===== config.mk =====
export PLATFORM = sky130hd
export DESIGN_NAME = seq_ctrl
export DESIGN_NICKNAME = d
export VERILOG_FILES = /design/src/rtl/ctrl_pkg.sv /design/src/rtl/instr_decode.sv /design/src/rtl/seq_ctrl.sv
export SDC_FILE = /design/constraint.sdc
export NUM_CORES = 1
export LEC_CHECK = 0
export CORE_MARGIN = 2
export CORE_UTILIZATION = 38
export CTS_BUF_LIST = sky130_fd_sc_hd__clkbuf_4 sky130_fd_sc_hd__clkbuf_8
export DETAILED_ROUTE_END_ITERATION = 6
export PLACE_DENSITY = 0.75
export SYNTH_ARGS = -nofsm -noshare
export SYNTH_HDL_FRONTEND = slang
export SYNTH_HIERARCHICAL = 1
export SYNTH_SLANG_ARGS = --single-unit

===== constraint.sdc =====
create_clock -name clk -period 1.4 [get_ports clk]
set_input_delay 0.42 -clock clk [delete_from_list [all_inputs] [get_ports clk]]
set_output_delay 0.42 -clock clk [all_outputs]
set_load 0.05 [all_outputs]

===== src/rtl/ctrl_pkg.sv =====
// Shared definitions for the sequencer: opcodes, ALU operation codes and FSM states.
// The ALU operation codes are the same encoding the datapath ALU decodes.
package ctrl_pkg;

    localparam logic [3:0] OP_NOP  = 4'h0;
    localparam logic [3:0] OP_ADD  = 4'h1;
    localparam logic [3:0] OP_SUB  = 4'h2;
    localparam logic [3:0] OP_AND  = 4'h3;
    localparam logic [3:0] OP_OR   = 4'h4;
    localparam logic [3:0] OP_XOR  = 4'h5;
    localparam logic [3:0] OP_JMP  = 4'h8;
    localparam logic [3:0] OP_BEQZ = 4'h9;
    localparam logic [3:0] OP_HALT = 4'hF;

    localparam logic [2:0] ALU_ADD = 3'd0;
    localparam logic [2:0] ALU_SUB = 3'd1;
    localparam logic [2:0] ALU_AND = 3'd2;
    localparam logic [2:0] ALU_OR  = 3'd3;
    localparam logic [2:0] ALU_XOR = 3'd4;

    typedef enum logic [2:0] {
        ST_IDLE   = 3'd0,
        ST_FETCH  = 3'd1,
        ST_DECODE = 3'd2,
        ST_EXEC   = 3'd3,
        ST_WB     = 3'd4,
        ST_BRANCH = 3'd5,
        ST_HALT   = 3'd6
    } state_t;

endpackage


===== src/rtl/instr_decode.sv =====
// Combinational opcode classifier. Undefined opcodes raise is_illegal only;
// the sequencer then treats them as a NOP.
module instr_decode
    import ctrl_pkg::*;
(
    input  logic [3:0] opcode,
    output logic       is_alu,
    output logic       is_branch,
    output logic       is_halt,
    output logic       is_illegal,
    output logic [2:0] alu_op
);

    always_comb begin
        is_alu     = 1'b0;
        is_branch  = 1'b0;
        is_halt    = 1'b0;
        is_illegal = 1'b0;
        alu_op     = ALU_ADD;
        case (opcode)
            OP_ADD: begin is_alu = 1'b1; alu_op = ALU_ADD; end
            OP_SUB: begin is_alu = 1'b1; alu_op = ALU_SUB; end
            OP_AND: begin is_alu = 1'b1; alu_op = ALU_AND; end
            OP_OR:  begin is_alu = 1'b1; alu_op = ALU_OR;  end
            OP_XOR: begin is_alu = 1'b1; alu_op = ALU_XOR; end
            // NOP rides the branch path so it shares the plain-increment step.
            OP_NOP, OP_JMP, OP_BEQZ: is_branch = 1'b1;
            OP_HALT: is_halt = 1'b1;
            default: is_illegal = 1'b1;
        endcase
    end

endmodule


===== src/rtl/seq_ctrl.sv =====
// Multi-cycle fetch/decode/execute sequencer driving the ALU, register-file write
// and PC strobes. Handshake: the fetch completes on the first rising edge in FETCH
// where imem_ack=1; imem_req stays high until then and acks in other states are ignored.
module seq_ctrl
    import ctrl_pkg::*;
#(
    parameter int ADDR_W  = 4,
    parameter int INSTR_W = 8
) (
    input  logic               clk,
    input  logic               reset,
    input  logic               start,
    input  logic [ADDR_W-1:0]  pc,
    output logic               imem_req,
    output logic [ADDR_W-1:0]  imem_addr,
    input  logic               imem_ack,
    input  logic [INSTR_W-1:0] imem_rdata,
    input  logic               zero,
    output logic [2:0]         alu_op,
    output logic               reg_we,
    output logic               pc_inc,
    output logic               pc_load,
    output logic [ADDR_W-1:0]  pc_in,
    output logic               halted,
    output logic               illegal,
    output state_t             state_dbg
);

    state_t             state_q, state_d;
    logic [INSTR_W-1:0] ir_q;
    logic               z_q;

    logic [3:0]         opcode;
    logic               dec_alu, dec_branch, dec_halt, dec_illegal;
    logic [2:0]         dec_alu_op;
    logic               take_jump;

    assign opcode    = ir_q[INSTR_W-1 -: 4];
    assign state_dbg = state_q;

    instr_decode u_decode (
        .opcode     (opcode),
        .is_alu     (dec_alu),
        .is_branch  (dec_branch),
        .is_halt    (dec_halt),
        .is_illegal (dec_illegal),
        .alu_op     (dec_alu_op)
    );

    // Only JMP and BEQZ reach BRANCH with a load; NOP and illegal opcodes increment.
    assign take_jump = (opcode == OP_JMP) || ((opcode == OP_BEQZ) && z_q);

    always_ff @(posedge clk or negedge reset) begin
        if (!reset) begin
            state_q <= ST_IDLE;
            ir_q    <= '0;
            z_q     <= 1'b0;
        end else begin
            state_q <= state_d;
            if ((state_q == ST_FETCH) && imem_ack) begin
                ir_q <= imem_rdata;
            end
            // EXEC is entered only by ALU instructions, so only they touch Z.
            if (state_q == ST_EXEC) begin
                z_q <= zero;
            end
        end
    end

    always_comb begin
        state_d   = state_q;
        imem_req  = 1'b0;
        imem_addr = '0;
        alu_op    = ALU_ADD;
        reg_we    = 1'b0;
        pc_inc    = 1'b0;
        pc_load   = 1'b0;
        pc_in     = '0;
        halted    = 1'b0;
        illegal   = 1'b0;
        case (state_q)
            ST_IDLE: begin
                if (start) begin
                    state_d = ST_FETCH;
                end
            end
            ST_FETCH: begin
                imem_req  = 1'b1;
                imem_addr = pc;
                if (imem_ack) begin
                    state_d = ST_DECODE;
                end
            end
            ST_DECODE: begin
                illegal = dec_illegal;
                if (dec_alu) begin
                    state_d = ST_EXEC;
                end else if (dec_halt) begin
                    state_d = ST_HALT;
                end else begin
                    state_d = ST_BRANCH;
                end
            end
            ST_EXEC: begin
                alu_op  = dec_alu_op;
                state_d = ST_WB;
            end
            ST_WB: begin
                alu_op  = dec_alu_op;
                reg_we  = 1'b1;
                pc_inc  = 1'b1;
                state_d = ST_FETCH;
            end
            ST_BRANCH: begin
                if (take_jump) begin
                    pc_load = 1'b1;
                    pc_in   = ir_q[ADDR_W-1:0];
                end else begin
                    pc_inc = 1'b1;
                end
                state_d = ST_FETCH;
            end
            ST_HALT: begin
                halted = 1'b1;
            end
            default: begin
                state_d = ST_IDLE;
            end
        endcase
    end

    // dec_branch is implied by the DECODE fall-through; kept for checker binding.
    logic unused_ok;
    assign unused_ok = dec_branch;

endmodule


==> results of run 1 <==
## stage by stage
stage               std cells  hold slack [ps]
floorplan                  77            124.4
global placement          155            492.1
detailed placement        155            500.5
CTS                       165            445.2
## what timing repair did
| action | in CTS |
|---|---|
| pin swaps | 10 |
| buffers inserted | 7 |
| endpoints found under the setup margin | 29 |
| cloned | 1 |
| endpoints found under the hold margin | 0 |
| gates resized for setup | 21 |
==> results.ini, run 1 <==
[die]
ios = 37
fp-row-count = 16
initial_util = 0.4088
die_w_um = 50.41
dieHeight_um = 50.41

[status]
outcome = stopped before the end
error = [ERROR DPL-0033] detailed placement checks failed during check placement.
last_stage_the_flow_got_to = global routing (5_1_grt)

[place]
portBuffers = 36
placedInstanceArea_um2 = 1570
place.gp.congestion = 0.7532
dpl_worst_slack_ps = -322.2
dpl.hpwl_mm = 1.758

[grt]
initial_antenna_violation_count = 0
grt_start_max_net_pins = 13

[clocking]
cts.sinks = 12
hold_bufs_inserted_after_cts = 0
cts.root.buffer_cell = sky130_fd_sc_hd__clkbuf_4
total_clock_buffers_created_by_cts = 3
h-tree-depth = 1
clock_tree.buffer_depth = 2

[timing]
worst-endpoint-pin-kind = primary output
worstEndpointGrtRepair = pc_in[3]

[synthesis]
postSynthNetCount = 94
post_synth_inst_count = 77
postSynthAreaPerCell_um2 = 10.63
ys_warn_count = 6
syn_area_um2 = 818.3

==> run 2: changes to the inputs <==
CORE_AREA = 2 2 63 65   (was not set)
CORE_MARGIN = not set   (was 2)
CORE_UTILIZATION = not set   (was 38)
CTS_BUF_LIST = not set   (was sky130_fd_sc_hd__clkbuf_4 sky130_fd_sc_hd__clkbuf_8)
DIE_AREA = 0 0 65 67   (was not set)
PLACE_DENSITY = not set   (was 0.75)
PLACE_DENSITY_LB_ADDON = 0.15   (was not set)
clock period = 1.8 ns   (was 1.4 ns; I/O delays follow)
==> results.ini, run 2 <==
[grt]
grt_total_usage = 0.09857
grt_start_max_net_pins = 13
first_pass_grt_wire_length_mm = 3.312
initial_antenna_violation_count = 0
first_global_vias = 725
grt_overflow_total = 0

[routing]
totalWireLength_mm = 2.078
drc_errors = 0
dr.pass1.iters = 4
ant_nets = 0
via_count = 769
drt_iter0_markers = 16
wire_per_inst_um = 11.05
detail_route.vias_per_cell = 4.090

[power]
power.combinational.fraction = 0.711
p_leak_nw = 0.7673
ir_worst_vdd_mv = 0.5924
total_switching_power_mw = 1.107
switching_share = 0.3823
power.internal_mw = 1.788
cellPowerDensity_nw_per_um2 = 1620
power.sequential.fraction = 0.190
power_frac_clock = 0.099

[worst_setup_path]
critPathCaptureType = primary output
start_kind = flip-flop
crit_arrival_ps = 1490
biggest_fanout_along_the_worst_timing_path = 5
critPathKind = reg2out
timing.critical_path.required_ps = 1260
launching_point_of_the_worst_reg2reg_path = state_dbg[2]
worstSetupStartpoint = ir_q[6]

[timing]
number_of_pins_exceeding_their_max_slew_limit_in_the_final_report = 0
layout_setup_ws_ps = -231.4
max_freq_ghz = 0.4923
slew_headroom = 0.7276
final-hold-violation-count = 0
post-route-period-util = 1.129
post-route-min-period_ps = 2031
setup_skew_ps = 3.117
finalSetupTns_ps = -2968
unrepaired_setup_endpoints_after_global_routing = yes
worstMarginPinSlew_ps = 406.1
setup-violations-final = 16

[clocking]
hold_bufs_inserted_after_cts = 0
total_clock_buffers_created_by_cts = 3
clock_insertion_delay_worst_skew_ps = 240
cts.sinks = 12
cts_tree = done
clock_tree.buffer_depth = 2
h-tree-depth = 1
clk_transition_reported_paths_ps = 50
cts.root.buffer_cell = sky130_fd_sc_hd__clkbuf_8

[synthesis]
postSynthAreaPerCell_um2 = 10.63
syn_area_um2 = 818.3
postSynthNetCount = 94
post_synth_inst_count = 77
ys_warn_count = 6

[status]
violations = negative setup slack
outcome = finished with violations

[place]
place.gp.congestion = 0.7025
dpl_worst_slack_ps = -19.68
placedInstanceArea_um2 = 1582
dpl.hpwl_mm = 1.593
portBuffers = 36

[final_layout]
drive_above_1_share = 0.6571
final_cell_mix = sky130_fd_sc_hd__buf_4 (21), sky130_fd_sc_hd__buf_12 (19), sky130_fd_sc_hd__clkdlybuf4s50_1 (16), sky130_fd_sc_hd__and2_4 (12)
stdcell_area_um2 = 1787
antenna_cells_inserted = 0
syn2layout_area_growth_pct = 118.3
final.fill_count = 344
commonest_non_fill_non_tap_cell_in_the_layout = sky130_fd_sc_hd__buf_4
multiInputGateArea_um2 = 556.8
registers.top_by_ff_count = ir_q
sequential_cell_area_um2 = 305.3
num-nets-final = 158
largest_reg_flops = 8

[die]
coreArea_um2 = 3606
dieHeight_um = 67
die_w_um = 65
initial_util = 0.2269
fp.dieArea_um2 = 4355
fp-row-count = 22
ios = 37

[run]
cap_viol_max_count = 0

[worst_hold_path]
min_path_type = reg2reg
hp-start = ir_q[0]

[run 2: power by group through the flow]
stage	Combinational [mW]	Clock (mW)	Sequential, mW
detailed placement	1.78	0	0.541
CTS	1.96	0.295	0.548
floorplan	1.00	0	0.607
global placement	1.76	0	0.542
global route	2.18	0.311	0.576
finish	2.06	0.286	0.551
[run 2: final timing paths]
kind | cells past startpoint | end | slack [ps]
worst min-delay path | 1 | ir_q[0] | 520
worst min register to register | 1 | ir_q[0] | 520
worst max register to register | 5 | ir_q[2] | 70
worst max-delay path | 4 | illegal | -230
min in group asynchronous | 2 | ir_q[7] | 600
max in group asynchronous | 2 | state_dbg[0] | 1030
[run 2: timing repair]
action,4_1_cts,5_1_grt
resized for setup,15,9
setup buffers,7,3
endpoints found under the setup margin,16,16
pin swaps,5,4
gates cloned,0,0
[run 2: through the flow]
| stage | hold slack, ps | utilization | power, mW | cells |
|---|---|---|---|---|
| final | 515.7 | 0.4955 | 2.894 | 188 |
| after floorplan | 244.4 | - | 1.608 | 77 |
| after CTS | 518.2 | 0.4795 | 2.798 | 185 |
| after detailed placement | 498.9 | 0.4386 | 2.319 | 174 |
| after global routing | 542.9 | 0.4955 | 3.064 | 188 |
| after global placement | 494.9 | 0.4386 | 2.305 | 174 |
[run 2: layout make-up]
| cell class | count | share of cell area |
|---|---|---|
| timing repair buffer | 64 | 0.4489 |
| multi-input combinational | 58 | 0.3116 |
| sequential | 12 | 0.1709 |
| tap | 48 | 0.03361 |
| clock buffer | 4 | 0.03081 |
| inverter | 2 | 0.004202 |
[run 2: metal layers]
metal  GRT usage  vias to the layer above  part of all wire  wire, um
li1            -                      389                 -         -
met1      0.1314                      357              0.45       944
met2      0.1508                       19              0.49      1018
met3     0.01014                        4             0.032        67
met4     0.06383                        0             0.023        47
met5           0                        -                 0         0
[run 2: worst max-delay path, stage by stage, from the launching register on]
cell and delay (ps):
sky130_fd_sc_hd__dfrtp_1 420, sky130_fd_sc_hd__and4_2 270, sky130_fd_sc_hd__nor3_2 150, sky130_fd_sc_hd__nor3b_2 220, sky130_fd_sc_hd__clkbuf_16 200
Note: power is estimated with default switching activity, not from simulation.
